**config.mk**
```make
export PLATFORM = sky130hd
export DESIGN_NAME = multi_dataflow_engine
export DESIGN_NICKNAME = d
export VERILOG_FILES = /design/src/rtl/multi_dataflow_engine_pkg.sv /design/src/rtl/multi_dataflow_out_slice.sv /design/src/rtl/multi_dataflow_engine.sv
export SDC_FILE = /design/constraint.sdc
export NUM_CORES = 1
export LEC_CHECK = 0
export BUFFER_PORTS_ARGS = -buffer_cell sky130_fd_sc_hd__buf_4
export CAP_MARGIN = 15
export CELL_PAD_IN_SITES_DETAIL_PLACEMENT = 0
export CELL_PAD_IN_SITES_GLOBAL_PLACEMENT = 1
export CORE_MARGIN = 3
export CORE_UTILIZATION = 28
export CTS_BUF_LIST = sky130_fd_sc_hd__clkbuf_2
export DETAILED_ROUTE_END_ITERATION = 8
export PLACE_DENSITY_LB_ADDON = 0.25
export SLEW_MARGIN = 20
export SYNTH_ARGS = -nofsm -noshare
export SYNTH_HDL_FRONTEND = slang
export SYNTH_SLANG_ARGS = --single-unit
export TNS_END_PERCENT = 10
```
**constraint.sdc**
```tcl
create_clock -name clk_i -period 6.1 [get_ports clk_i]
set_clock_uncertainty 0.1 [all_clocks]
set_input_delay 0.305 -clock clk_i [delete_from_list [all_inputs] [get_ports clk_i]]
set_output_delay 0.305 -clock clk_i [all_outputs]
set_load 0.02 [all_outputs]
```
**src/rtl/multi_dataflow_engine_pkg.sv**
```systemverilog
// Shared types and defaults for the multi-dataflow engine: FSM encoding,
// bus/counter widths and the engine / kernel-adapter control and flag structs.
package multi_dataflow_package;

  localparam int unsigned DATA_WIDTH_DEF = 32;
  localparam int unsigned CNT_LEN_DEF    = 1024;
  localparam int unsigned CW_DEF         = $clog2(CNT_LEN_DEF) + 1;

  typedef enum logic [1:0] {
    ST_IDLE = 2'd0,
    ST_RUN  = 2'd1,
    ST_DONE = 2'd2
  } state_t;

  typedef struct packed {
    logic enable;
    logic clear;
    logic start;
  } engine_ctrl_t;

  typedef struct packed {
    logic idle;
    logic done;
    logic k_start;
  } engine_flags_t;

  typedef struct packed {
    logic load;
    logic drain;
  } kadp_ctrl_t;

  typedef struct packed {
    logic full;
  } kadp_flags_t;

endpackage

```
**src/rtl/multi_dataflow_out_slice.sv**
```systemverilog
// One-entry output register slice between the kernel result port and the
// output stream; a simultaneous drain and load keeps the slice full.
module multi_dataflow_out_slice
  import multi_dataflow_package::*;
#(
  parameter int unsigned DW = DATA_WIDTH_DEF
) (
  input  logic          clk,
  input  logic          rst,
  input  kadp_ctrl_t    ctrl,
  input  logic [DW-1:0] din,
  output logic [DW-1:0] dout,
  output kadp_flags_t   flags
);

  logic full;

  always_ff @(posedge clk) begin
    if (rst) begin
      full <= 1'b0;
    end else if (ctrl.load) begin
      full <= 1'b1;
    end else if (ctrl.drain) begin
      full <= 1'b0;
    end
  end

  // Payload needs no reset; it is only observed while full.
  always_ff @(posedge clk) begin
    if (ctrl.load) begin
      dout <= din;
    end
  end

  assign flags.full = full;

endmodule

```
**src/rtl/multi_dataflow_engine.sv**
```systemverilog
// Job-controlled dataflow wrapper: forwards three input streams to a kernel
// during RUN and returns a bounded number of kernel results via a register slice.
module multi_dataflow_engine
  import multi_dataflow_package::*;
#(
  parameter  int unsigned DATA_WIDTH = DATA_WIDTH_DEF,
  parameter  int unsigned CNT_LEN    = CNT_LEN_DEF,
  localparam int unsigned CW         = $clog2(CNT_LEN) + 1
) (
  input  logic                  clk_i,
  input  logic                  rst_i,
  input  logic                  clear_i,
  input  logic                  enable_i,
  input  logic                  start_i,
  input  logic [CW-1:0]         cnt_limit_i,

  input  logic [DATA_WIDTH-1:0] inStream0_data_i,
  input  logic                  inStream0_valid_i,
  output logic                  inStream0_ready_o,
  input  logic [DATA_WIDTH-1:0] inStream1_data_i,
  input  logic                  inStream1_valid_i,
  output logic                  inStream1_ready_o,
  input  logic [DATA_WIDTH-1:0] inStream2_data_i,
  input  logic                  inStream2_valid_i,
  output logic                  inStream2_ready_o,

  output logic [DATA_WIDTH-1:0] kIn0_data_o,
  output logic                  kIn0_valid_o,
  input  logic                  kIn0_ready_i,
  output logic [DATA_WIDTH-1:0] kIn1_data_o,
  output logic                  kIn1_valid_o,
  input  logic                  kIn1_ready_i,
  output logic [DATA_WIDTH-1:0] kIn2_data_o,
  output logic                  kIn2_valid_o,
  input  logic                  kIn2_ready_i,

  input  logic [DATA_WIDTH-1:0] kOut_data_i,
  input  logic                  kOut_valid_i,
  output logic                  kOut_ready_o,

  output logic [DATA_WIDTH-1:0] outStream0_data_o,
  output logic                  outStream0_valid_o,
  input  logic                  outStream0_ready_i,

  output logic                  k_start_o,
  output logic [CW-1:0]         cnt_o,
  output logic                  done_o,
  output logic                  idle_o
);

  engine_ctrl_t  ctrl;
  engine_flags_t flags;
  kadp_ctrl_t    kctl;
  kadp_flags_t   kflg;

  state_t        state;
  state_t        state_nxt;
  logic [CW-1:0] cnt;
  logic [CW-1:0] limit;
  logic [CW-1:0] pending;
  logic          run;
  logic          room;
  logic          limit_nz;
  logic          last_beat;

  assign ctrl = '{enable: enable_i, clear: rst_i | clear_i, start: start_i};

  assign run      = (state == ST_RUN) & ctrl.enable;
  assign limit_nz = (cnt_limit_i != '0);

  // Beats already delivered plus the one parked in the slice must stay below the limit.
  assign pending = cnt + CW'(kflg.full);
  assign room    = (pending < limit);

  assign kOut_ready_o = run & (~kflg.full | outStream0_ready_i) & room;
  assign kctl.load    = kOut_valid_i & kOut_ready_o;
  assign kctl.drain   = ctrl.enable & kflg.full & outStream0_ready_i;
  assign last_beat    = (state == ST_RUN) & kctl.drain & ((cnt + CW'(1)) == limit);

  // Next-state and decoded status flags.
  always_comb begin
    state_nxt     = state;
    flags         = '0;
    flags.idle    = (state == ST_IDLE);
    flags.done    = (state == ST_DONE);
    if (ctrl.enable) begin
      case (state)
        ST_IDLE: begin
          if (ctrl.start) begin
            state_nxt     = limit_nz ? ST_RUN : ST_DONE;
            flags.k_start = limit_nz & ~ctrl.clear;
          end
        end
        ST_RUN: begin
          if (last_beat) begin
            state_nxt = ST_DONE;
          end
        end
        ST_DONE: state_nxt = ST_IDLE;
        default: state_nxt = ST_IDLE;
      endcase
    end
  end

  always_ff @(posedge clk_i) begin
    if (ctrl.clear) begin
      state <= ST_IDLE;
    end else begin
      state <= state_nxt;
    end
  end

  // Job limit latch and saturating output-beat counter.
  always_ff @(posedge clk_i) begin
    if (ctrl.clear) begin
      cnt   <= '0;
      limit <= '0;
    end else if (ctrl.enable) begin
      if ((state == ST_IDLE) && ctrl.start) begin
        limit <= cnt_limit_i;
        cnt   <= '0;
      end else if (kctl.drain && (cnt < limit)) begin
        cnt <= cnt + CW'(1);
      end
    end
  end

  multi_dataflow_out_slice #(
    .DW (DATA_WIDTH)
  ) u_out_slice (
    .clk   (clk_i),
    .rst   (ctrl.clear),
    .ctrl  (kctl),
    .din   (kOut_data_i),
    .dout  (outStream0_data_o),
    .flags (kflg)
  );

  assign outStream0_valid_o = kflg.full;

  // Input streams are wired straight through only while running and enabled.
  assign kIn0_data_o       = inStream0_data_i;
  assign kIn0_valid_o      = run & inStream0_valid_i;
  assign inStream0_ready_o = run & kIn0_ready_i;
  assign kIn1_data_o       = inStream1_data_i;
  assign kIn1_valid_o      = run & inStream1_valid_i;
  assign inStream1_ready_o = run & kIn1_ready_i;
  assign kIn2_data_o       = inStream2_data_i;
  assign kIn2_valid_o      = run & inStream2_valid_i;
  assign inStream2_ready_o = run & kIn2_ready_i;

  assign k_start_o = flags.k_start;
  assign done_o    = flags.done;
  assign idle_o    = flags.idle;
  assign cnt_o     = cnt;

endmodule
```
Word level (Yosys, flattened, before mapping)
Index checks and enable logic that the tools add are counted.
{"block": "word_totals", "output_inout_bits": 150, "inputBits": 152, "register_bits": 57}
{"block": "classes", "n_reduce_logical": 9, "n_eq_ne": 5, "n_lt_le_gt_ge": 2, "n_addsub": 2, "bitwise_logic": 19, "mux": 11}
{"operator": "$lt 11x11->1", "count": 2}
{"operator": "$mux 11", "count": 2}
{"operator": "$and 1x1->1", "count": 15}
{"operator": "$add 11x1->11", "count": 1}
{"operator": "$add 11x1->11 const B", "count": 1}
{"operator": "$eq 11x11->1", "count": 1}
{"operator": "$reduce_bool 11->1", "count": 1}
{"operator": "$mux 2", "count": 3}
{"operator": "$mux 1", "count": 5}
{"operator": "$ne 2x2->1 const B", "count": 2}
{"operator": "$pmux 2 s2", "count": 1}
{"operator": "$reduce_and 2->1", "count": 2}
{"operator": "$reduce_bool 2->1", "count": 2}
{"operator": "$reduce_and 3->1", "count": 1}
{"operator": "$eq 2x1->1 const B", "count": 1}
{"operator": "$eq 2x2->1 const B", "count": 1}
{"operator": "$logic_and 1x1->1", "count": 2}
{"operator": "$logic_not 2->1", "count": 1}
{"operator": "$not 1->1", "count": 2}
{"operator": "$or 1x1->1", "count": 2}

Depth between registers and ports, before layout
Gate-level depths: netlist of the first run.
{"block": "logic_depth", "ltp_word": 6, "ltp_mapped": 11}

Cells and area by module
From an unflattened synthesis of the first run, not the netlist that was laid out.
{"block": "unflattened", "hier_cells": 404, "hier_area_um2": 3782.4}
{"mod": "multi_dataflow_engine", "area_each_um2": 2782.7, "cells_per_inst": 368, "seq_area_each_um2": 480.5, "instances": 1}
{"mod": "multi_dataflow_out_slice", "area_each_um2": 999.7, "cells_per_inst": 36, "seq_area_each_um2": 980.9, "instances": 1}

Worst setup path before layout of the first run
Ideal clock, no wire load.
{"block": "synth_path", "path_type": "reg-to-reg", "startpoint": "reg cnt[0], in the netlist cnt_o[0]", "endpoint": "reg u_out_slice.dout[0] (enable)", "stages_incl_launch_ff": 11, "slack_ns": 0.918, "arrival_time_ns": 4.610, "path_cell_list": "dfxtp_1 ha_1 and3_1 nand3_1 nor3_1 xnor2_1 ha_1 o21a_1 o211ai_1 o211ai_1 a211oi_1"}
{"item": "start, declared", "line": "multi_dataflow_engine.sv:58", "text": "logic [CW-1:0] cnt;"}
{"item": "start signal, assigned", "line": "multi_dataflow_engine.sv:123", "text": "cnt <= cnt + CW'(1);"}
{"item": "end signal, assigned", "line": "multi_dataflow_out_slice.sv:31", "text": "dout <= din;"}
{"item": "end, declared", "line": "multi_dataflow_out_slice.sv:12", "text": "output logic [DW-1:0] dout,"}

Final worst setup path of the first run
{"block": "layout_path", "startpoint": "reg cnt[0], in the netlist cnt_o[0]", "endpoint": "out kOut_ready_o"}
{"block": "layout_via", "elab_chain_cells": 3}
{"item": "$add 11x1->11", "line": "multi_dataflow_engine.sv:72", "text": "assign pending = cnt + CW'(kflg.full);"}
{"item": "$lt 11x11->1", "line": "multi_dataflow_engine.sv:73", "text": "assign room = (pending < limit);"}
{"item": "$and 1x1->1", "line": "multi_dataflow_engine.sv:75", "text": "assign kOut_ready_o = run & (~kflg.full | outStream0_ready_i) & room;"}
{"item": "end, declared", "line": "multi_dataflow_engine.sv:39", "text": "output logic kOut_ready_o,"}
No other way between the ends.

==> metrics.md, run 1 <==
| Metric | Value |
|---|---|
| Result of the run | finished clean |
| Worst Setup Slack, final | 2560 ps |
| Cell at the root of the clock tree | clkbuf_2 |
| Die extent in y | 123 µm |
| Vias post-DR | 3,027 |
| Data arrival at the endpoint of the critical path | 3140 ps |
| Synth Net Count | 587 |
| H-Tree Level Count | 3 |
| Row count | 42 |
| GRT met3 Usage | 5.72% |
| Filler cells | 1,394 |
| Net switching fraction of the power | 26.0% |
| Number of distinct library cells after synthesis | 47 |
| Time the final worst path needs with I/O delays and setup | 3540 ps |
| Maximum number of buffers from clock root to sink | 2 |
| Net switching power | 195 µW |
| Worst min path class | in2reg |
| Post-placement worst setup slack | 2720 ps |
| Global-route track usage on met2 | 23.4% |
| Maximum number of pins on one net before global-route repair | 33 |
| Number of antenna-violating nets in the routed design | 0 |
| Clock sinks | 57 |
| Post-synth EDFFs | 32 |
| # Post-CTS Setup Buffers | 0 |
| CP Max Fanout | 8 |
| Sum of negative setup slack | 0 ps |
| HPWL after detailed placement | 8310 µm |
| Worst Setup SP | cnt_o[0] |
| Fraction of layout instances using a drive strength above 1 | 28.5% |
| Critical path startpoint category | flip-flop |
| Predominant post-synthesis flop cell | edfxtp_1 |
| GR peak layer | met2 |
| Peak Freq | 282 MHz |
| Worst Setup Path Type | reg2out |
| Met1 track utilization from global routing | 16.9% |
| Transition time of the tightest slew-check pin | 642 ps |
| Clock-pin slew of the registers on the worst-case setup and hold paths | 180 ps |
| Power Density | 160 nW/µm² |
| Element type at the critical path end | primary output |
| Syn Std Cell Area | 3850 µm² |
| Number of iterations in the first detailed-routing pass | 4 |
| Drt wl/cell | 16.7 µm |
| Die width | 123 µm |
| Cell count after synthesis | 411 |
| Total instance count after detailed placement | 588 |
| Total routed wirelength | 10,800 µm |
| TritonCTS clock tree | yes |
| Vias per inst | 4.67 |
| Proportion of synthesized flip-flops having asynchronous set or reset | 0% |
| Sequential cell area fraction in the yosys report | 38.0% |
| Overall die area | 15,200 µm² |
| Cell type with the highest aggregate area in the netlist | edfxtp_1 |
| Startpoint of the most critical hold path | rst_i |
| Yosys warning total | 0 |
| Final-report hold violation count | 0 |
| Number of global-route vias before repair | 3,097 |
| Peak supply drop | 0.0662 mV |
| Portion of synthesized cell area occupied by the leading cell type | 25.0% |
| Clock power frac | 32.6% |
| Layout net count | 642 |
| Initial Util | 28.8% |
| Number of antenna violations at the first check in global routing | 1 |
| Count of state elements after synthesis | 57 |
| Period utilization | 58.1% |
| Global-route wire length before repair | 16,400 µm |
| Number of design-rule violations left by the first detailed-router iteration | 170 |
| Design internal power | 555 µW |
| Number of top-level pins | 302 |
| RSZ-0062 raised after global routing | false |
| Worst path required time | 5690 ps |
| Num CTS Buffers | 9 |
| FF-to-FF Start | cnt_o[0] |
| Leakage | 0.00184 µW |
| Pins Over Slew Limit | 0 |
| Core outline area | 13,300 µm² |
| Total of buffers placed on input and output ports | 109 |
| Worst slew margin relative to its limit | 56.9% |
| Number of setup violations in the final report | 0 |
| Largest cells by area after synthesis | edfxtp_1 25%, buf_4 19%, dfxtp_1 13% |
| Mean area per synthesized cell | 9.36 µm² |
| Sequential Power Share | 54.9% |
| Number of max-cap violations | 0 |
| Clk Latency, worst-skew pair | 500 ps |
| Number of standard cells in the layout, taps in and fillers out | 648 |
| P&R area growth vs syn | 21.3% |
| Share of power burned in combinational logic | 12.5% |
| DRC viols | 0 |
| Grt ovf | 0 |
| Total global routing track utilization | 14.1% |
| Gpl congestion | 0.900 |
## kinds of logic after synthesis
| kind of cell | count (synthesis) | synth area share [%] |
|---|---|---|
| AOI/OAI and AO/OA | 64 | 11.2 |
| xor gates and xnor gates | 22 | 5.37 |
| adders and majority gates | 24 | 7.80 |
| buffers and inverters | 133 | 22.7 |
| DFF | 57 | 38.0 |
| and+or+nand+nor | 111 | 14.9 |
## cells in the mapped netlist, drive strengths merged (9+ instances only)
library cell  instances
nand2                34
nor3                 10
nand3                13
a21oi                18
dfxtp                25
nor2                 13
edfxtp               32
ha                   24
xnor2                16
inv                  24
buf                 102
o211ai                9
## sequential cells by signal, indices dropped and copies added, names as in the netlist
| signal | cells |
|---|---|
| u_out_slice.dout | 32 |
| limit | 11 |
| u_out_slice.flags | 1 |
| state | 2 |
| cnt_o | 11 |
## repair_timing
| item | in CTS | in global routing |
|---|---|---|
| resized for setup | 0 | 0 |
| hold endpoints to repair | 43 | 0 |
| hold buffers | 43 | 0 |
## final timing paths
check	slack, ps	to	cells past startpoint
min	70	u_out_slice.flags	3
max reg2reg	2690	u_out_slice.dout[23]	10
min reg2reg	400	limit[1]	2
max	2560	kOut_ready_o	10
## critical path: stages (launching register included)
cell and delay, ps:
dfxtp_1 500, ha_1 220, ha_1 180, nand3_1 210
nor3_1 300, xnor2_1 160, ha_1 270, a221oi_1 270
o211ai_1 210, a21oi_1 170, buf_4 170
## routing by layer
layer | wire, µm | up-vias
met5 | 0 | -
met4 | 123 | 0
met3 | 1230 | 27
met2 | 4860 | 166
met1 | 4630 | 1385
li1 | - | 1449
## stage by stage
step           utilization, %  hold slack, ps  instance area (µm²)  total power, µW
2_1_floorplan               -             304                 3850              539
3_3_place_gp             30.9             372                 4120              491
3_5_place_dp             30.9             379                 4120              491
4_1_cts                  34.9            6.88                 4660              764
5_1_grt                  35.0            35.1                 4670              790
6_report                 35.0            65.4                 4670              749
## cells in the final DEF (no fill, tap or decap), types with 8 or more instances in the layout
cell           instances
nand2_1               34
o211ai_1               8
edfxtp_1              32
xnor2_1               16
nand3_1               12
clkbuf_2              10
ha_1                  24
nor2_1                13
inv_1                 24
a21oi_1               18
buf_4                110
dfxtp_1               25
nor3_1                 9
dlygate4sd3_1         43
## power by group through the flow
stage                     registers (µW)  clock network, µW  logic (µW)
after floorplan                      419                  0         119
after global placement               419                  0        71.4
after detailed placement             419                  0        71.6
after CTS                            411                258        94.6
after global routing                 412                276         102
final                                411                244        93.6
## area by class of cell
type                       instances  area, µm²  share of cell area [%]
antenna                            1       2.50                  0.0536
clock inverter                     6       58.8                    1.26
timing repair buffer             153       1260                    26.9
multi-input combinational        221       1530                    32.8
sequential                        57       1460                    31.3
inverter                          24       90.1                    1.93
tap                              176        220                    4.72
clock buffer                      10       50.0                    1.07
Power figures use the tool's default switching activity.
==> run 2: changes to the inputs <==
Settings changed: ABC_AREA from default to 1, CORE_UTILIZATION 28 to 27.
Clock period 6.1 ns to 3.3 ns, I/O delays scaled along.
==> metrics.md, run 2 <==
| Metric | Value |
|---|---|
| Commonest non-fill, non-tap cells in the layout | 115 x buf_4, 76 x nand2_1, 61 x dlygate4sd3_1 |
| Startpoint of the most critical hold path | rst_i |
| Largest delay contributor family on the critical path | adder cells |
| Mean area per synthesized cell | 8.14 µm² |
| Largest stage delay on the critical path | 550 ps |
| Leakage | 0.00212 µW |
| Drt wl/cell | 16.2 µm |
| Clock-pin slew of the registers on the worst-case setup and hold paths | 220 ps |
| Total of buffers placed on input and output ports | 109 |
| H-Tree Level Count | 3 |
| Number of top-level pins | 302 |
| Total global routing track utilization | 14.9% |
| Largest register FFs | 32 |
| Initial Util | 28.1% |
| Critical path startpoint category | flip-flop |
| Cell at the slowest stage of the critical path | dlygate4sd3_1 |
| Filler cells | 1,393 |
| Post-placement worst setup slack | 340 ps |
| Die extent in y | 125 µm |
| DRC viols | 0 |
| Clock sinks | 57 |
| Final Power | 1590 µW |
| Cell count after synthesis | 467 |
| Cell with the most instances after synthesis | buf_4 |
| Worst path required time | 3680 ps |
| Number of antenna-violating nets in the routed design | 0 |
| Worst reg2reg setup slack | 280 ps |
| Row count | 42 |
| TritonCTS clock tree | yes |
| HPWL after detailed placement | 9100 µm |
| Grt ovf | 0 |
| Pins Over Slew Limit | 0 |
| Global-route wire length before repair | 18,200 µm |
| Number of global-route vias before repair | 3,278 |
| Vias post-DR | 3,231 |
| Largest cells by area after synthesis | edfxtp_1 25%, buf_4 19%, dfxtp_1 13% |
| Number of distinct library cells after synthesis | 24 |
| Time the final worst path needs with I/O delays and setup | 3020 ps |
| Worst Setup Path Type | reg2reg |
| Number of design-rule violations left by the first detailed-router iteration | 160 |
| Die width | 125 µm |
| Number of setup violations in the final report | 0 |
| Result of the run | finished clean |
| Worst Setup Slack, final | 281 ps |
| Predominant post-synthesis flop cell | edfxtp_1 |
| Number of iterations in the first detailed-routing pass | 4 |
| Area of the multi-input gates | 1410 µm² |
| CP Max Fanout | 5 |
| Worst slew margin relative to its limit | 58.3% |
| Proportion of synthesized flip-flops having asynchronous set or reset | 0% |
| Total routed wirelength | 11,800 µm |
| Portion of synthesized cell area occupied by the leading cell type | 25.3% |
| Core outline area | 13,500 µm² |
| Data arrival at the endpoint of the critical path | 3400 ps |
| Peak Freq | 331 MHz |
| Worst Setup SP | u_out_slice.flags |
| Cell at the root of the clock tree | clkbuf_2 |
| Element type at the critical path end | flip-flop |
| Buf/Inv on CP | 2 |
| Cell type with the highest aggregate area in the netlist | edfxtp_1 |
| Sequential cell area fraction in the yosys report | 38.4% |
| Number of max-cap violations | 0 |
| Antenna cells | 0 |
| # Post-CTS Setup Buffers | 0 |
| Flip-flop and latch area | 1460 µm² |
| Final-report hold violation count | 0 |
| Power Density | 325 nW/µm² |
| Synth Net Count | 643 |
| Post-synth EDFFs | 32 |
| Sum of negative setup slack | 0 ps |
| Leading cell types by count after synthesis | 97 x buf_4, 76 x nand2_1, 42 x inv_1 |
| Count of state elements after synthesis | 57 |
| Yosys warning total | 0 |
| Vias per inst | 4.43 |
| Number of standard cells in the layout, taps in and fillers out | 729 |
| Cells along the critical path | ha_1 > ha_1 > nand2_1 > nor2_2 > nand2_1 > xor2_1 > ha_1 > a21oi_1 > o21a_1 > nand4_1 > inv_1 > nand2_1 > a21oi_1 > dlygate4sd3_1 |
| Peak supply drop | 0.206 mV |
| Layout net count | 724 |
| P&R area growth vs syn | 29.3% |
| Num CTS Buffers | 9 |
| Overall die area | 15,500 µm² |
| Leading cell type in the layout, fill and taps excluded | buf_4 |
| Most flop-heavy register | u_out_slice.dout |
| Period utilization | 91.5% |
| Worst min path class | in2reg |
| Maximum number of pins on one net before global-route repair | 33 |
| Number of antenna violations at the first check in global routing | 0 |
| Maximum number of buffers from clock root to sink | 2 |
| Syn Std Cell Area | 3800 µm² |
| Clk Latency, worst-skew pair | 520 ps |
| Total instance count after detailed placement | 652 |
| Gpl congestion | 0.835 |
| Fraction of layout instances using a drive strength above 1 | 25.3% |
| FF-to-FF Start | u_out_slice.flags |
| Transition time of the tightest slew-check pin | 623 ps |
| RSZ-0062 raised after global routing | false |
run 2: changes by cell type after synthesis, moves of 5 or more:
cell / previous run / this run
o21ai_0: 7 / 15
o221ai_1: 7 / 0
xnor2_1: 16 / 0
and2_1: 6 / 0
nand3_1: 12 / 33
inv_1: 24 / 42
a21oi_1: 18 / 37
nand2_1: 34 / 76
o211ai_1: 8 / 1
nor2_1: 13 / 40
nand2b_1: 5 / 0
nand4_1: 6 / 11
nor3_1: 10 / 3
run 2: cell families after synthesis:
family | after synthesis | share of synthesized area, %
AOI/OAI and AO/OA | 60 | 8.26
and+or+nand+nor | 167 | 18.8
adders and majority gates | 24 | 7.90
DFF | 57 | 38.4
xor gates and xnor gates | 9 | 2.07
buffers and inverters | 150 | 24.5
run 2: power breakdown:
part | switching (µW) | total (µW) | leakage (µW) | internal (µW)
clock network | 294 | 622 | 0.0000963 | 328
logic | 92.1 | 210 | 0.00153 | 117
registers | 5.14 | 763 | 0.000491 | 758
total | 391 | 1590 | 0.00212 | 1200
run 2: cell type report:
cell class | count | share of cell area (%)
tap | 176 | 4.48
clock buffer | 9 | 0.916
clock inverter | 7 | 2.39
multi-input combinational | 260 | 28.7
sequential | 57 | 29.8
inverter | 43 | 3.36
timing repair buffer | 177 | 30.4
run 2: repair_timing:
action / CTS / global route
resized for setup: 0 / 2
endpoints found under the hold margin: 47 / 0
hold buffers: 61 / 0
setup endpoints to repair: 0 / 2
run 2: worst reg2reg max path: stages, from the launching register on:
cell	delay [ps]
dfxtp_2	420
ha_1	180
ha_1	190
nand2_1	80
nor2_2	180
nand2_1	90
xor2_1	150
ha_1	300
a21oi_1	170
o21a_1	130
nand4_1	90
inv_1	80
nand2_1	130
a21oi_1	150
dlygate4sd3_1	550
run 2: path summary, 6_finish.rpt:
| check | endpoint | cells past startpoint |
|---|---|---|
| hold reg to reg | limit[0] | 2 |
| setup reg to reg | u_out_slice.flags | 14 |
| setup / recovery | u_out_slice.flags | 14 |
| hold / removal | cnt_o[1] | 5 |
run 2: through the flow:
stage | hold WS (ps) | utilization, % | area [µm²]
after floorplan | 164 | - | 3800
after global placement | 230 | 30.6 | 4140
after detailed placement | 230 | 30.6 | 4140
after CTS | 157 | 36.4 | 4910
after global routing | 190 | 36.4 | 4910
final | 204 | 36.4 | 4910
run 2: routing by layer:
metal / part of all wire, % / vias up / global-route usage (%)
li1: - / 1606 / -
met1: 42 / 1428 / 17.7
met2: 48 / 158 / 25.5
met3: 8.3 / 39 / 4.93
met4: 1.7 / 0 / 4.38
met5: 0 / - / 0
